`src/rtl/memwb_skid_stage.sv`:
```
// MEM->WB pipeline register with a two-entry skid buffer (OUT + SKD), flush,
// x0 write masking and a retire counter. Strict FIFO order, no drops under back-pressure.
module memwb_skid_stage #(
  parameter int DATA_WIDTH = 64,
  parameter int RF_SIZE    = 5,
  parameter int CNT_WIDTH  = 64
) (
  input  logic                  clk_i,
  input  logic                  rst_i,
  input  logic                  flush_i,
  input  logic                  valid_i,
  output logic                  ready_o,
  input  logic [DATA_WIDTH-1:0] pc_i,
  input  logic [DATA_WIDTH-1:0] pcn_i,
  input  logic                  erd_i,
  input  logic [DATA_WIDTH-1:0] wbrd_i,
  input  logic [RF_SIZE-1:0]    rd_i,
  input  logic                  ememw_i,
  input  logic [DATA_WIDTH-1:0] wbmem_i,
  input  logic [DATA_WIDTH-1:0] memaddr_i,
  output logic                  valid_o,
  input  logic                  ready_i,
  output logic [DATA_WIDTH-1:0] pc_o,
  output logic [DATA_WIDTH-1:0] pcn_o,
  output logic                  erd_o,
  output logic [DATA_WIDTH-1:0] wbrd_o,
  output logic [RF_SIZE-1:0]    rd_o,
  output logic                  ememw_o,
  output logic [DATA_WIDTH-1:0] wbmem_o,
  output logic [DATA_WIDTH-1:0] memaddr_o,
  output logic [CNT_WIDTH-1:0]  instret_o
);

  typedef struct packed {
    logic [DATA_WIDTH-1:0] pc;
    logic [DATA_WIDTH-1:0] pcn;
    logic                  erd;
    logic [DATA_WIDTH-1:0] wbrd;
    logic [RF_SIZE-1:0]    rd;
    logic                  ememw;
    logic [DATA_WIDTH-1:0] wbmem;
    logic [DATA_WIDTH-1:0] memaddr;
  } ent_t;

  ent_t                 in_ent, out_q, out_d, skd_q, skd_d;
  logic                 vo_q, vo_d, skv_q, skv_d;
  logic [CNT_WIDTH-1:0] cnt_q, cnt_d;
  logic                 acc, drn;

  always_comb begin
    in_ent.pc      = pc_i;
    in_ent.pcn     = pcn_i;
    in_ent.erd     = erd_i & (rd_i != '0);  // writes to x0 are never architecturally visible
    in_ent.wbrd    = wbrd_i;
    in_ent.rd      = rd_i;
    in_ent.ememw   = ememw_i;
    in_ent.wbmem   = wbmem_i;
    in_ent.memaddr = memaddr_i;
  end

  assign acc = valid_i & ~skv_q & ~flush_i;
  assign drn = vo_q & ready_i;

  always_comb begin
    out_d = out_q;
    skd_d = skd_q;
    vo_d  = vo_q;
    skv_d = skv_q;
    cnt_d = cnt_q + {{(CNT_WIDTH-1){1'b0}}, drn};
    if (flush_i) begin
      vo_d  = 1'b0;
      skv_d = 1'b0;
    end else if (skv_q) begin
      if (drn) begin
        out_d = skd_q;
        skv_d = 1'b0;
      end
    end else if (vo_q) begin
      if (drn && acc)  out_d = in_ent;
      else if (drn)    vo_d  = 1'b0;
      else if (acc) begin
        skd_d = in_ent;
        skv_d = 1'b1;
      end
    end else if (acc) begin
      out_d = in_ent;
      vo_d  = 1'b1;
    end
  end

  always_ff @(posedge clk_i or posedge rst_i) begin
    if (rst_i) begin
      out_q <= '0;
      skd_q <= '0;
      vo_q  <= 1'b0;
      skv_q <= 1'b0;
      cnt_q <= '0;
    end else begin
      out_q <= out_d;
      skd_q <= skd_d;
      vo_q  <= vo_d;
      skv_q <= skv_d;
      cnt_q <= cnt_d;
    end
  end

  assign ready_o   = ~skv_q;
  assign valid_o   = vo_q;
  assign pc_o      = out_q.pc;
  assign pcn_o     = out_q.pcn;
  assign erd_o     = out_q.erd & vo_q;  // side effects gated off on bubbles
  assign wbrd_o    = out_q.wbrd;
  assign rd_o      = out_q.rd;
  assign ememw_o   = out_q.ememw & vo_q;
  assign wbmem_o   = out_q.wbmem;
  assign memaddr_o = out_q.memaddr;
  assign instret_o = cnt_q;

endmodule

```
`config.mk`:
```
export PLATFORM = sky130hd
export DESIGN_NAME = memwb_skid_stage
export DESIGN_NICKNAME = d
export VERILOG_FILES = /design/src/rtl/memwb_skid_stage.sv
export SDC_FILE = /design/constraint.sdc
export NUM_CORES = 1
export LEC_CHECK = 0
export ABC_AREA = 1
export CORE_AREA = 3 3 282 284
export CTS_BUF_LIST = sky130_fd_sc_hd__clkbuf_16
export CTS_CLUSTER_DIAMETER = 150
export DETAILED_ROUTE_END_ITERATION = 6
export DIE_AREA = 0 0 285 287
export PLACE_DENSITY = 0.71
export SKIP_CTS_REPAIR_TIMING = 1
export SLEW_MARGIN = 20
export SYNTH_ARGS = -nofsm -noshare
export SYNTH_HDL_FRONTEND = slang
export SYNTH_SLANG_ARGS = --single-unit
export TNS_END_PERCENT = 20
```
`constraint.sdc`:
```
create_clock -name clk_i -period 25.7 [get_ports clk_i]
set_input_delay 6.425 -clock clk_i [delete_from_list [all_inputs] [get_ports clk_i]]
set_output_delay 6.425 -clock clk_i [all_outputs]
set_load 0.05 [all_outputs]
```
==> metrics.json <==
{
  "run_status": {"value": "complete, no violations"},
  "worst-setup-path-type": {"value": "primary input to register"},
  "worst_r2r_startpoint": {"value": "skv_q"},
  "crit_arrival": {"value": 10.25, "unit": "ns"},
  "switching_power": {"value": 1.27, "unit": "mW"},
  "post-route-util": {"value": 0.536},
  "worst_pin_slew": {"value": 1.18, "unit": "ns"},
  "grt_start_max_net_pins": {"value": 259},
  "worst_clock_skew": {"value": 0.0267, "unit": "ns"},
  "vdd_drop_max": {"value": 0.0513, "unit": "mV"},
  "cts_tree": {"value": "built"},
  "max_freq": {"value": 102, "unit": "MHz"},
  "grt_setup_unrepaired": {"value": "no"},
  "dp_hpwl": {"value": 64.3, "unit": "mm"},
  "yosys.area.top_type_share": {"value": 0.541},
  "n_fill_cell": {"value": 7115},
  "grt_pass1_vias": {"value": 25178},
  "holdCritStartpoint": {"value": "skd_q[307]"},
  "synthSimpleGateAreaFrac": {"value": 0.154},
  "cts.root.buffer_cell": {"value": "clkbuf_16"},
  "core": {"value": 77300, "unit": "µm²"},
  "timing.critical_path.required": {"value": 26.14, "unit": "ns"},
  "number_of_vias_per_cell_after_detailed_routing": {"value": 4.82},
  "synth_nets": {"value": 4361},
  "startpoint_type": {"value": "primary input"},
  "floorplan.initialDensity": {"value": 0.431},
  "clk_latency": {"value": 0.62, "unit": "ns"},
  "drt.antenna.violating_nets": {"value": 0},
  "crit_path_end_kind": {"value": "register"},
  "globalplace.congestion": {"value": 0.927},
  "number_of_antenna_violations_at_the_first_check_in_global_routing": {"value": 16},
  "totalPowerFinal": {"value": 3.65, "unit": "mW"},
  "die_h": {"value": 287, "unit": "µm"},
  "groute.usage.overall": {"value": 0.219},
  "drt_drc_violations_left": {"value": 0},
  "htree_num_levels": {"value": 3},
  "p_sw_frac": {"value": 0.348},
  "setup_violations": {"value": 0},
  "dr.pass1.iters": {"value": 7},
  "maxSlewViolCount": {"value": 0},
  "synthCells": {"value": 4027},
  "postPlaceCellArea": {"value": 38700, "unit": "µm²"},
  "fin_worst_hold_slack": {"value": 0.475, "unit": "ns"},
  "synth.most_common_cell": {"value": "nand2_1"},
  "cts.sink_count": {"value": 720},
  "post_drt_wl_per_cell": {"value": 16.9, "unit": "µm"},
  "grt-ovfl-total": {"value": 0},
  "power.clock.fraction": {"value": 0.318},
  "hold_path.class": {"value": "register to register"},
  "muxShareOfSynthArea": {"value": 0},
  "routed-via-count": {"value": 26182},
  "finalCriticalPeriod": {"value": 9.81, "unit": "ns"},
  "netlist_area": {"value": 33300, "unit": "µm²"},
  "synth_commonest_cells": {"value": "1,189 x nand2_1, 720 x dfrtp_1, 688 x o21ai_0"},
  "clk_transition_reported_paths": {"value": 0.05, "unit": "ns"},
  "drive_gt1_frac": {"value": 0.0349},
  "crit_path_max_fanout": {"value": 98},
  "synth_flop_cell": {"value": "dfrtp_1"},
  "synthesized_area_fraction_occupied_by_ao_oa_aoi_and_oai_cells": {"value": 0.151},
  "design.die.area": {"value": 81800, "unit": "µm²"},
  "totalNegativeSetupSlack": {"value": 0, "unit": "ns"},
  "avgSynthCellArea": {"value": 8.27, "unit": "µm²"},
  "synth.largest_area_cell": {"value": "dfrtp_1"},
  "reg2regPathDepth": {"value": 6},
  "ff_latch_count_synth": {"value": 720},
  "synth_top_family_by_area": {"value": "simple AND/OR/NAND/NOR gates"},
  "ios": {"value": 725},
  "postRouteWirelength": {"value": 91.9, "unit": "mm"},
  "synthToLayoutAreaGrowth": {"value": 24.3, "unit": "%"},
  "synth_fa_ha_area_frac": {"value": 0.000751},
  "share_comb_of_total_power": {"value": 0.274},
  "clockBufferDepth": {"value": 3},
  "p_leak": {"value": 20.0, "unit": "nW"},
  "synth.top_cells.by_area": {"value": "dfrtp_1 54%, nand2_1 13%, o21ai_0 10%"},
  "yosysUniqueCellTypes": {"value": 25},
  "placement_rows": {"value": 102},
  "grt_first_pass_wirelength": {"value": 143, "unit": "mm"},
  "num-nets-final": {"value": 4646},
  "power_density": {"value": 88.2, "unit": "nW/µm²"},
  "worst_case_register_to_register_setup_slack": {"value": 21.39, "unit": "ns"},
  "synth-warning-count": {"value": 0},
  "regToRegEndpoint": {"value": "skd_q[85]"},
  "dieWidth": {"value": 285, "unit": "µm"},
  "power.sequential.fraction": {"value": 0.408},
  "whs_endpoint": {"value": "skd_q[307]"},
  "cell_internal_pwr": {"value": 2.38, "unit": "mW"},
  "iteration_0_drc_count_of_the_detailed_router": {"value": 2056},
  "numCtsBuffers": {"value": 81},
  "ys_seq_area_frac": {"value": 0.541},
  "final_area": {"value": 41400, "unit": "µm²"},
  "max_slew_margin": {"value": 0.213},
  "min_path_cells": {"value": 2},
  "timing.max_cap.violations": {"value": 0},
  "portbufs": {"value": 724},
  "synth-xor-area-share": {"value": 0.00841},
  "final-hold-violation-count": {"value": 0},
  "asyncSetResetFlopFracSynth": {"value": 1.00},
  "post-route-period-util": {"value": 0.382},
  "synth_enable_flop_cells": {"value": 0}
}
[cells by family (layout without fill, tap and decap cells)]
family,Yosys count,in the layout
buffers and inverters,919,1272
adders and majority gates,2,2
AOI/OAI and AO/OA,1005,1005
xor gates and xnor gates,32,32
other,0,14
and+or+nand+nor,1349,1349
DFF,720,720
[routing by layer]
layer,global-route usage,up-vias,wire [µm]
met3,0.0516,189,6160
met4,0.0889,2,3530
met5,0,-,3
met1,0.275,12262,37700
met2,0.365,736,44500
li1,-,12993,-
[power groups by stage]
stage / registers, mW / logic [mW] / clock network (mW)
floorplan: 1.49 / 0.799 / 0
global placement: 1.50 / 0.994 / 0
detailed placement: 1.51 / 1.01 / 0
CTS: 1.49 / 1.01 / 1.19
global route: 1.52 / 1.08 / 1.23
finish: 1.49 / 1.00 / 1.16
[metrics by stage]
stage                     worst slack, ns  std cells
after floorplan                      9.41       4027
after global placement              15.39       5269
after detailed placement            15.29       5269
after CTS                           15.93       5420
after global routing                15.52       5431
final                               15.89       5434
[how the worst max path moves through the flow]
stage / slack [ns] / end / depth (start not counted) / start
floorplan: 9.41 / instret_o[0] / 1 / rst_i
global route: 15.52 / skd_q[85] / 7 / flush_i
CTS: 15.93 / skd_q[85] / 7 / ready_i
finish: 15.89 / skd_q[85] / 7 / ready_i
global placement: 15.39 / skd_q[85] / 7 / flush_i
detailed placement: 15.29 / skd_q[85] / 7 / ready_i
[cell type report]
class,instances,area (µm²),share of cell area
clock buffer,83,2080,0.0501
tap,1040,1300,0.0314
clock inverter,68,598,0.0144
multi-input combinational,2388,10500,0.254
antenna,14,35.0,0.000845
timing repair buffer,743,7460,0.180
inverter,378,1430,0.0345
sequential,720,18000,0.435
[state kept, by name (all words and copies together), names as in the netlist, 5 cells and up]
name and cells:
instret_o 64, memaddr_o 64, pc_o 64, pcn_o 64, rd_o 5, skd_q 327, wbmem_o 64, wbrd_o 64
[critical path, cell delays in order]
cell,delay [ns]
clkdlybuf4s50_1,0.49
nor2_1,0.08
nand3_4,0.62
buf_4,0.78
buf_4,0.78
buf_4,0.70
o21ai_0,0.18
[cell usage in the layout (no fill, tap or decap), types with 10 or more instances in the layout]
master           instances
clkdlybuf4s50_1        724
clkbuf_16               83
o21ai_0                688
xor2_1                  12
nor2_1                 125
buf_4                   13
clkinv_1                19
nand2_1               1189
dfrtp_1                720
clkinv_2                20
inv_1                  384
nand4_1                 10
xnor2_1                 20
nand3_1                 14
diode_2                 14
o21ai_1                315
Power figures use the tool's default switching activity.
